**src/rtl/alu_op_sequencer_pkg.sv**
```systemverilog
// Shared definitions for the ALU issue sequencer: ALU op codes, the
// sequencer state encoding and the multi-cycle op classifier.
package alu_op_sequencer_pkg;

   // ALU operation codes (5-bit), shared with the execute stage and the ALU
   typedef enum logic [4:0] {
      ALU_ADD    = 5'd0,
      ALU_SUB,
      ALU_SLL,
      ALU_SLT,
      ALU_SLTU,
      ALU_XOR,
      ALU_SRL,
      ALU_SRA,
      ALU_OR,
      ALU_AND,
      ALU_ADDW,
      ALU_SUBW,
      ALU_SLLW,
      ALU_SRLW,
      ALU_SRAW,
      ALU_MUL,
      ALU_MULH,
      ALU_MULHSU,
      ALU_MULHU,
      ALU_MULW,
      ALU_DIV,
      ALU_DIVU,
      ALU_REM,
      ALU_REMU,
      ALU_DIVW,
      ALU_DIVUW,
      ALU_REMW,
      ALU_REMUW
   } alu_op_e;

   // Sequencer states: waiting for work, waiting on mul/div, presenting a result
   typedef enum logic [1:0] {
      ST_IDLE = 2'd0,
      ST_BUSY = 2'd1,
      ST_HOLD = 2'd2
   } seq_state_e;

   // True for the ops executed by the iterative multiplier/divider.
   // The high-half multiplies are handled by the single-cycle datapath.
   function automatic logic is_multi(input logic [4:0] ctrl);
      case (ctrl)
         ALU_MUL, ALU_MULW,
         ALU_DIV, ALU_DIVU, ALU_REM, ALU_REMU,
         ALU_DIVW, ALU_DIVUW, ALU_REMW, ALU_REMUW: is_multi = 1'b1;
         default:                                 is_multi = 1'b0;
      endcase
   endfunction

endpackage

```
**src/rtl/alu_op_sequencer_cache.sv**
```systemverilog
// One-entry mul/div result cache used by alu_op_sequencer when
// ALU_SEQ_CACHE_EN is defined. Lookup is combinational, store is registered.
module alu_seq_cache (
   input  logic        clk,
   input  logic        resetn,
   input  logic [4:0]  lookup_ctrl_i,
   input  logic [63:0] lookup_a_i,
   input  logic [63:0] lookup_b_i,
   output logic        hit_o,
   output logic [63:0] hit_result_o,
   input  logic        wr_en_i,
   input  logic [4:0]  wr_ctrl_i,
   input  logic [63:0] wr_a_i,
   input  logic [63:0] wr_b_i,
   input  logic [63:0] wr_result_i
);

   logic        valid_q;
   logic [4:0]  ctrl_q;
   logic [63:0] a_q;
   logic [63:0] b_q;
   logic [63:0] result_q;

   // Overwrite the single entry on every completed mul/div; only reset clears it
   always_ff @(posedge clk) begin
      if (!resetn) begin
         valid_q  <= 1'b0;
         ctrl_q   <= '0;
         a_q      <= '0;
         b_q      <= '0;
         result_q <= '0;
      end else if (wr_en_i) begin
         valid_q  <= 1'b1;
         ctrl_q   <= wr_ctrl_i;
         a_q      <= wr_a_i;
         b_q      <= wr_b_i;
         result_q <= wr_result_i;
      end
   end

   assign hit_o        = valid_q && (ctrl_q == lookup_ctrl_i) &&
                         (a_q == lookup_a_i) && (b_q == lookup_b_i);
   assign hit_result_o = result_q;

endmodule

```
**src/rtl/alu_op_sequencer.sv**
```systemverilog
// Issue controller between execute and the ALU mul/div units.
// Single-cycle ops complete in one cycle; mul/div ops are latched and the
// ALU enable is held until alu_compl. Flush kills everything.
// Optional feature: define ALU_SEQ_CACHE_EN for a one-entry mul/div result cache.
module alu_op_sequencer
   import alu_op_sequencer_pkg::*;
#(
   parameter int TAG_W = 5
) (
   input  logic             clk,
   input  logic             resetn,
   input  logic             flush,
   input  logic             in_valid,
   output logic             in_ready,
   input  logic [4:0]       in_ctrl,
   input  logic [63:0]      in_a,
   input  logic [63:0]      in_b,
   input  logic [TAG_W-1:0] in_tag,
   output logic [63:0]      alu_a,
   output logic [63:0]      alu_b,
   output logic [4:0]       alu_ctrl,
   output logic             alu_en,
   input  logic [63:0]      alu_result,
   input  logic             alu_compl,
   output logic             out_valid,
   input  logic             out_ready,
   output logic [63:0]      out_result,
   output logic [TAG_W-1:0] out_tag
);

   seq_state_e       state_q;
   logic [4:0]       op_ctrl_q;
   logic [63:0]      op_a_q;
   logic [63:0]      op_b_q;
   logic [TAG_W-1:0] op_tag_q;
   logic [63:0]      out_result_q;
   logic [TAG_W-1:0] out_tag_q;
   logic             out_valid_q;
   logic             alu_en_q;

   logic             accept;
   logic             in_multi;
   logic             cache_hit;
   logic [63:0]      cache_result;

   assign in_ready = !flush && ((state_q == ST_IDLE) ||
                                ((state_q == ST_HOLD) && out_ready));
   assign accept   = in_valid && in_ready;
   assign in_multi = is_multi(in_ctrl);

   // While BUSY the ALU sees the latched op; otherwise the incoming op passes
   // straight through so single-cycle results are ready at the accept edge.
   assign alu_a    = (state_q == ST_BUSY) ? op_a_q    : in_a;
   assign alu_b    = (state_q == ST_BUSY) ? op_b_q    : in_b;
   assign alu_ctrl = (state_q == ST_BUSY) ? op_ctrl_q : in_ctrl;

   assign alu_en     = alu_en_q;
   assign out_valid  = out_valid_q;
   assign out_result = out_result_q;
   assign out_tag    = out_tag_q;

`ifdef ALU_SEQ_CACHE_EN
   logic cache_wr;

   // A flushed completion never reaches the cache
   assign cache_wr = (state_q == ST_BUSY) && alu_compl && !flush;

   alu_seq_cache u_cache (
      .clk           (clk),
      .resetn        (resetn),
      .lookup_ctrl_i (in_ctrl),
      .lookup_a_i    (in_a),
      .lookup_b_i    (in_b),
      .hit_o         (cache_hit),
      .hit_result_o  (cache_result),
      .wr_en_i       (cache_wr),
      .wr_ctrl_i     (op_ctrl_q),
      .wr_a_i        (op_a_q),
      .wr_b_i        (op_b_q),
      .wr_result_i   (alu_result)
   );
`else
   assign cache_hit    = 1'b0;
   assign cache_result = '0;
`endif

   // Sequencer FSM with registered enable, valid, result and tag
   always_ff @(posedge clk) begin
      if (!resetn) begin
         state_q      <= ST_IDLE;
         op_ctrl_q    <= '0;
         op_a_q       <= '0;
         op_b_q       <= '0;
         op_tag_q     <= '0;
         out_result_q <= '0;
         out_tag_q    <= '0;
         out_valid_q  <= 1'b0;
         alu_en_q     <= 1'b0;
      end else if (flush) begin
         state_q     <= ST_IDLE;
         out_valid_q <= 1'b0;
         alu_en_q    <= 1'b0;
      end else begin
         case (state_q)
            ST_BUSY: begin
               if (alu_compl) begin
                  out_result_q <= alu_result;
                  out_tag_q    <= op_tag_q;
                  out_valid_q  <= 1'b1;
                  alu_en_q     <= 1'b0;
                  state_q      <= ST_HOLD;
               end
            end
            ST_IDLE, ST_HOLD: begin
               if (accept) begin
                  if (!in_multi || cache_hit) begin
                     out_result_q <= in_multi ? cache_result : alu_result;
                     out_tag_q    <= in_tag;
                     out_valid_q  <= 1'b1;
                     state_q      <= ST_HOLD;
                  end else begin
                     op_ctrl_q   <= in_ctrl;
                     op_a_q      <= in_a;
                     op_b_q      <= in_b;
                     op_tag_q    <= in_tag;
                     out_valid_q <= 1'b0;
                     alu_en_q    <= 1'b1;
                     state_q     <= ST_BUSY;
                  end
               end else if ((state_q == ST_HOLD) && out_ready) begin
                  out_valid_q <= 1'b0;
                  state_q     <= ST_IDLE;
               end
            end
            default: begin
               out_valid_q <= 1'b0;
               alu_en_q    <= 1'b0;
               state_q     <= ST_IDLE;
            end
         endcase
      end
   end

endmodule

```
**config.mk**
```make
export PLATFORM = sky130hd
export DESIGN_NAME = alu_op_sequencer
export DESIGN_NICKNAME = d
export VERILOG_FILES = /design/src/rtl/alu_op_sequencer_pkg.sv /design/src/rtl/alu_op_sequencer_cache.sv /design/src/rtl/alu_op_sequencer.sv
export SDC_FILE = /design/constraint.sdc
export NUM_CORES = 1
export LEC_CHECK = 0
export ABC_CLOCK_PERIOD_IN_PS = 1700
export CAP_MARGIN = 40
export CORE_UTILIZATION = 38
export CTS_CLUSTER_DIAMETER = 60
export DETAILED_ROUTE_END_ITERATION = 16
export PLACE_DENSITY_LB_ADDON = 0.2
export SLEW_MARGIN = 10
export SYNTH_ARGS = -nofsm -noshare
export SYNTH_HDL_FRONTEND = slang
export SYNTH_SLANG_ARGS = --single-unit
```
**constraint.sdc**
```tcl
create_clock -name clk -period 1.7 [get_ports clk]
set_input_delay 0.34 -clock clk [delete_from_list [all_inputs] [get_ports clk]]
set_output_delay 0.34 -clock clk [all_outputs]
set_load 0.005 [all_outputs]
```
==> results <==
==> registers in the layout, indices dropped and copies added, names as in the netlist, 5 cells and up <==
register	cells
op_ctrl_q	5
out_tag	5
op_b_q	64
op_a_q	64
op_tag_q	5
out_result	64
==> tightest hold or removal path, cell delays in order <==
cell and delay (ns):
dlymetal6s2s_1 0.18, nand3_1 0.09, o21ai_1 0.06
==> cell families after synthesis <==
group           count (synthesis)  share of synthesized area [%]
mux                           138                           16.6
xor+xnor                        1                         0.0933
flops                         210                           44.8
buf+inv                       109                           6.20
compound gates                221                           12.1
simple gates                  432                           20.3
==> routing by layer <==
metal  part of all wire [%]  vias up  global-route usage, %  wire, um
met4                    2.6        2                   6.38       909
met5                  0.034        -                      0        12
li1                       -     4828                      -         -
met1                     40     4682                   28.0     14200
met3                    6.6       64                   5.65      2350
met2                     51      371                   40.0     17900
==> report_power, final <==
| part | leakage, nW | internal [mW] | switching, mW |
|---|---|---|---|
| Combinational | 6.17 | 1.98 | 1.21 |
| Clock | 0.428 | 3.45 | 2.14 |
| Sequential | 1.71 | 5.12 | 0.120 |
| Total | 8.31 | 10.5 | 3.47 |
==> stage by stage <==
stage | hold WS, ns | instances | instance area (sq um) | setup TNS, ns
floorplan | 0.425 | 1111 | 9410 | -0.642
global placement | 0.432 | 1804 | 14100 | -113.17
detailed placement | 0.439 | 1804 | 14100 | -120.63
CTS | 0.255 | 1899 | 16000 | -75.26
global route | 0.218 | 1934 | 17700 | -75.89
finish | 0.217 | 1934 | 17700 | -60.88
==> worst paths after layout <==
kind / cells after the start / slack, ns / end
worst max-delay path: 7 / -0.58 / alu_a[56]
worst min-delay path: 3 / 0.22 / op_ctrl_q[4]
worst max register to register: 11 / -0.06 / out_result[8]
worst min register to register: 2 / 0.45 / op_tag_q[0]
==> layout make-up <==
| class | instances | area, sq um |
|---|---|---|
| Timing Repair Buffer | 563 | 6750 |
| Inverter | 2 | 12.5 |
| Sequential cell | 210 | 4220 |
| Multi-Input combinational cell | 792 | 5450 |
| Tap cell | 324 | 405 |
| Clock buffer | 34 | 729 |
| Fill cell | 1689 | 6560 |
| Clock inverter | 9 | 128 |
==> cell usage after synthesis, drive strengths merged, types with 2 or more instances <==
master	number
clkbuf	67
a21o	2
buf	40
a21oi	6
inv	2
nand3	209
nand2b	3
dfxtp	210
nand4	2
nor2	4
a31oi	3
o21ai	208
mux2	138
nand2	210
==> timing repair <==
item                       CTS  global route
setup endpoints to repair  299           312
gates resized for setup    699           350
buffers inserted            41            17
pin swaps                    2            54
gates cloned                11            31
==> run summary <==
Layout cell share with drive strength beyond 1 = 34.8%
Leak = 8.31 nW
Final WS setup = -0.582 ns
# nets final = 1802
Top cell family by delay on the critical path = buffers and inverters
Final period util = 134%
Type of origin of the critical path = flip-flop
Hpwl dp = 19900 um
CTS tree = done
DRC = 0
Synth async-reset ratio = 0%
Die X = 159 um
Most common library cell in the layout ignoring fill and taps = nand2_1
Final wirelength = 35300 um
Sequential fraction of the synthesis area = 44.8%
Max frequency = 438 MHz
Initial core utilization = 38.7%
Unrepaired setup endpoints after global routing = yes
Clock transition at the registers of the reported paths = 0.06 ns
Clk root buf = clkbuf_16
Syn avg cell area = 8.45 sq um
Arr. time, crit path = 1.94 ns
MaxCap Viol Count = 0
# IOs = 413
# hold bufs at CTS = 0
# clock sinks = 210
Final Core Density = 73.0%
CP Data Required Time = 1.36 ns
GR Overflow Total = 0
Slowest stage delay, CP = 0.31 ns
Main synth FF type = dfxtp_1
Worst-Margin Slew = 0.483 ns
Area delta synth->final = 88.5%
Via count = 9947
Post-synth top area cell = dfxtp_1
Hold Violations, Final = 0
Latest clock arrival within the worst-skew pair = 0.51 ns
Detail Route Antenna Nets = 0
Min-delay worst type = input port to flip-flop
Number of global-route vias before repair = 8930
Largest cells by area after synthesis = dfxtp_1, mux2_2, nand3_1
Hold Path Origin = in_ctrl[4]
Antenna cells = 0
Core ar. = 0.0242 sq mm
Pwr Total = 14.0 mW
Synth Register Bits = 210
Gp weighted congestion = 0.790
Pins over their slew limit = 0
Crit path launch = out_valid
Wirelength per Cell = 18.3 um
Die area = 0.0253 sq mm
CP max FO = 5
Net count after synthesis = 1319
Most frequent CP cell = buf_12
Crit-path cells = nand2b_4, buf_12, buf_12, buf_8, buf_16, mux2_4, buf_6
# setup viols final = 201
CP Class = flip-flop to output pin
PortBufs = 412
Global Route Usage Sum = 22.9%
Yosys top cell area share = 44.8%
1st-pass router iterations = 5
1st-iter DRT viols = 558
Failing checks = negative setup slack
Post-synth EDFFs = 0
First-pass GRT wire length = 47600 um
CP Buf/Inv Count = 5
Post-synth cell types = 27
Antenna violations before repair = 1
CP endpoint kind = output pin
Status = finished, violations left
Commonest cells after routing, fill and taps aside = nand2_1, clkdlybuf4s50_1, dfxtp_1
CTS Buf Count = 25
Pre-CTS worst setup slack = -0.469 ns
Htree depth = 1
Fin Clk Skew = 0.0114 ns
Worst path slowest cell = dfxtp_2
Final critical-path required period = 2.28 ns
Relative slew slack = 67.8%
Post-Syn Area = 0.00939 sq mm
Die Height = 159 um
Row count = 57
Post-Syn Instances = 1111
Yosys warns = 0
RR Startpoint = state_q[0]
Clock buffer depth = 3
Largest net degree at the start of global routing = 58
Pwr per Cell Area = 792 mW/mm^2
Vias per cell = 5.14
Max IR drop VDD = 0.638 mV
Note: power is estimated with default switching activity, not from simulation.
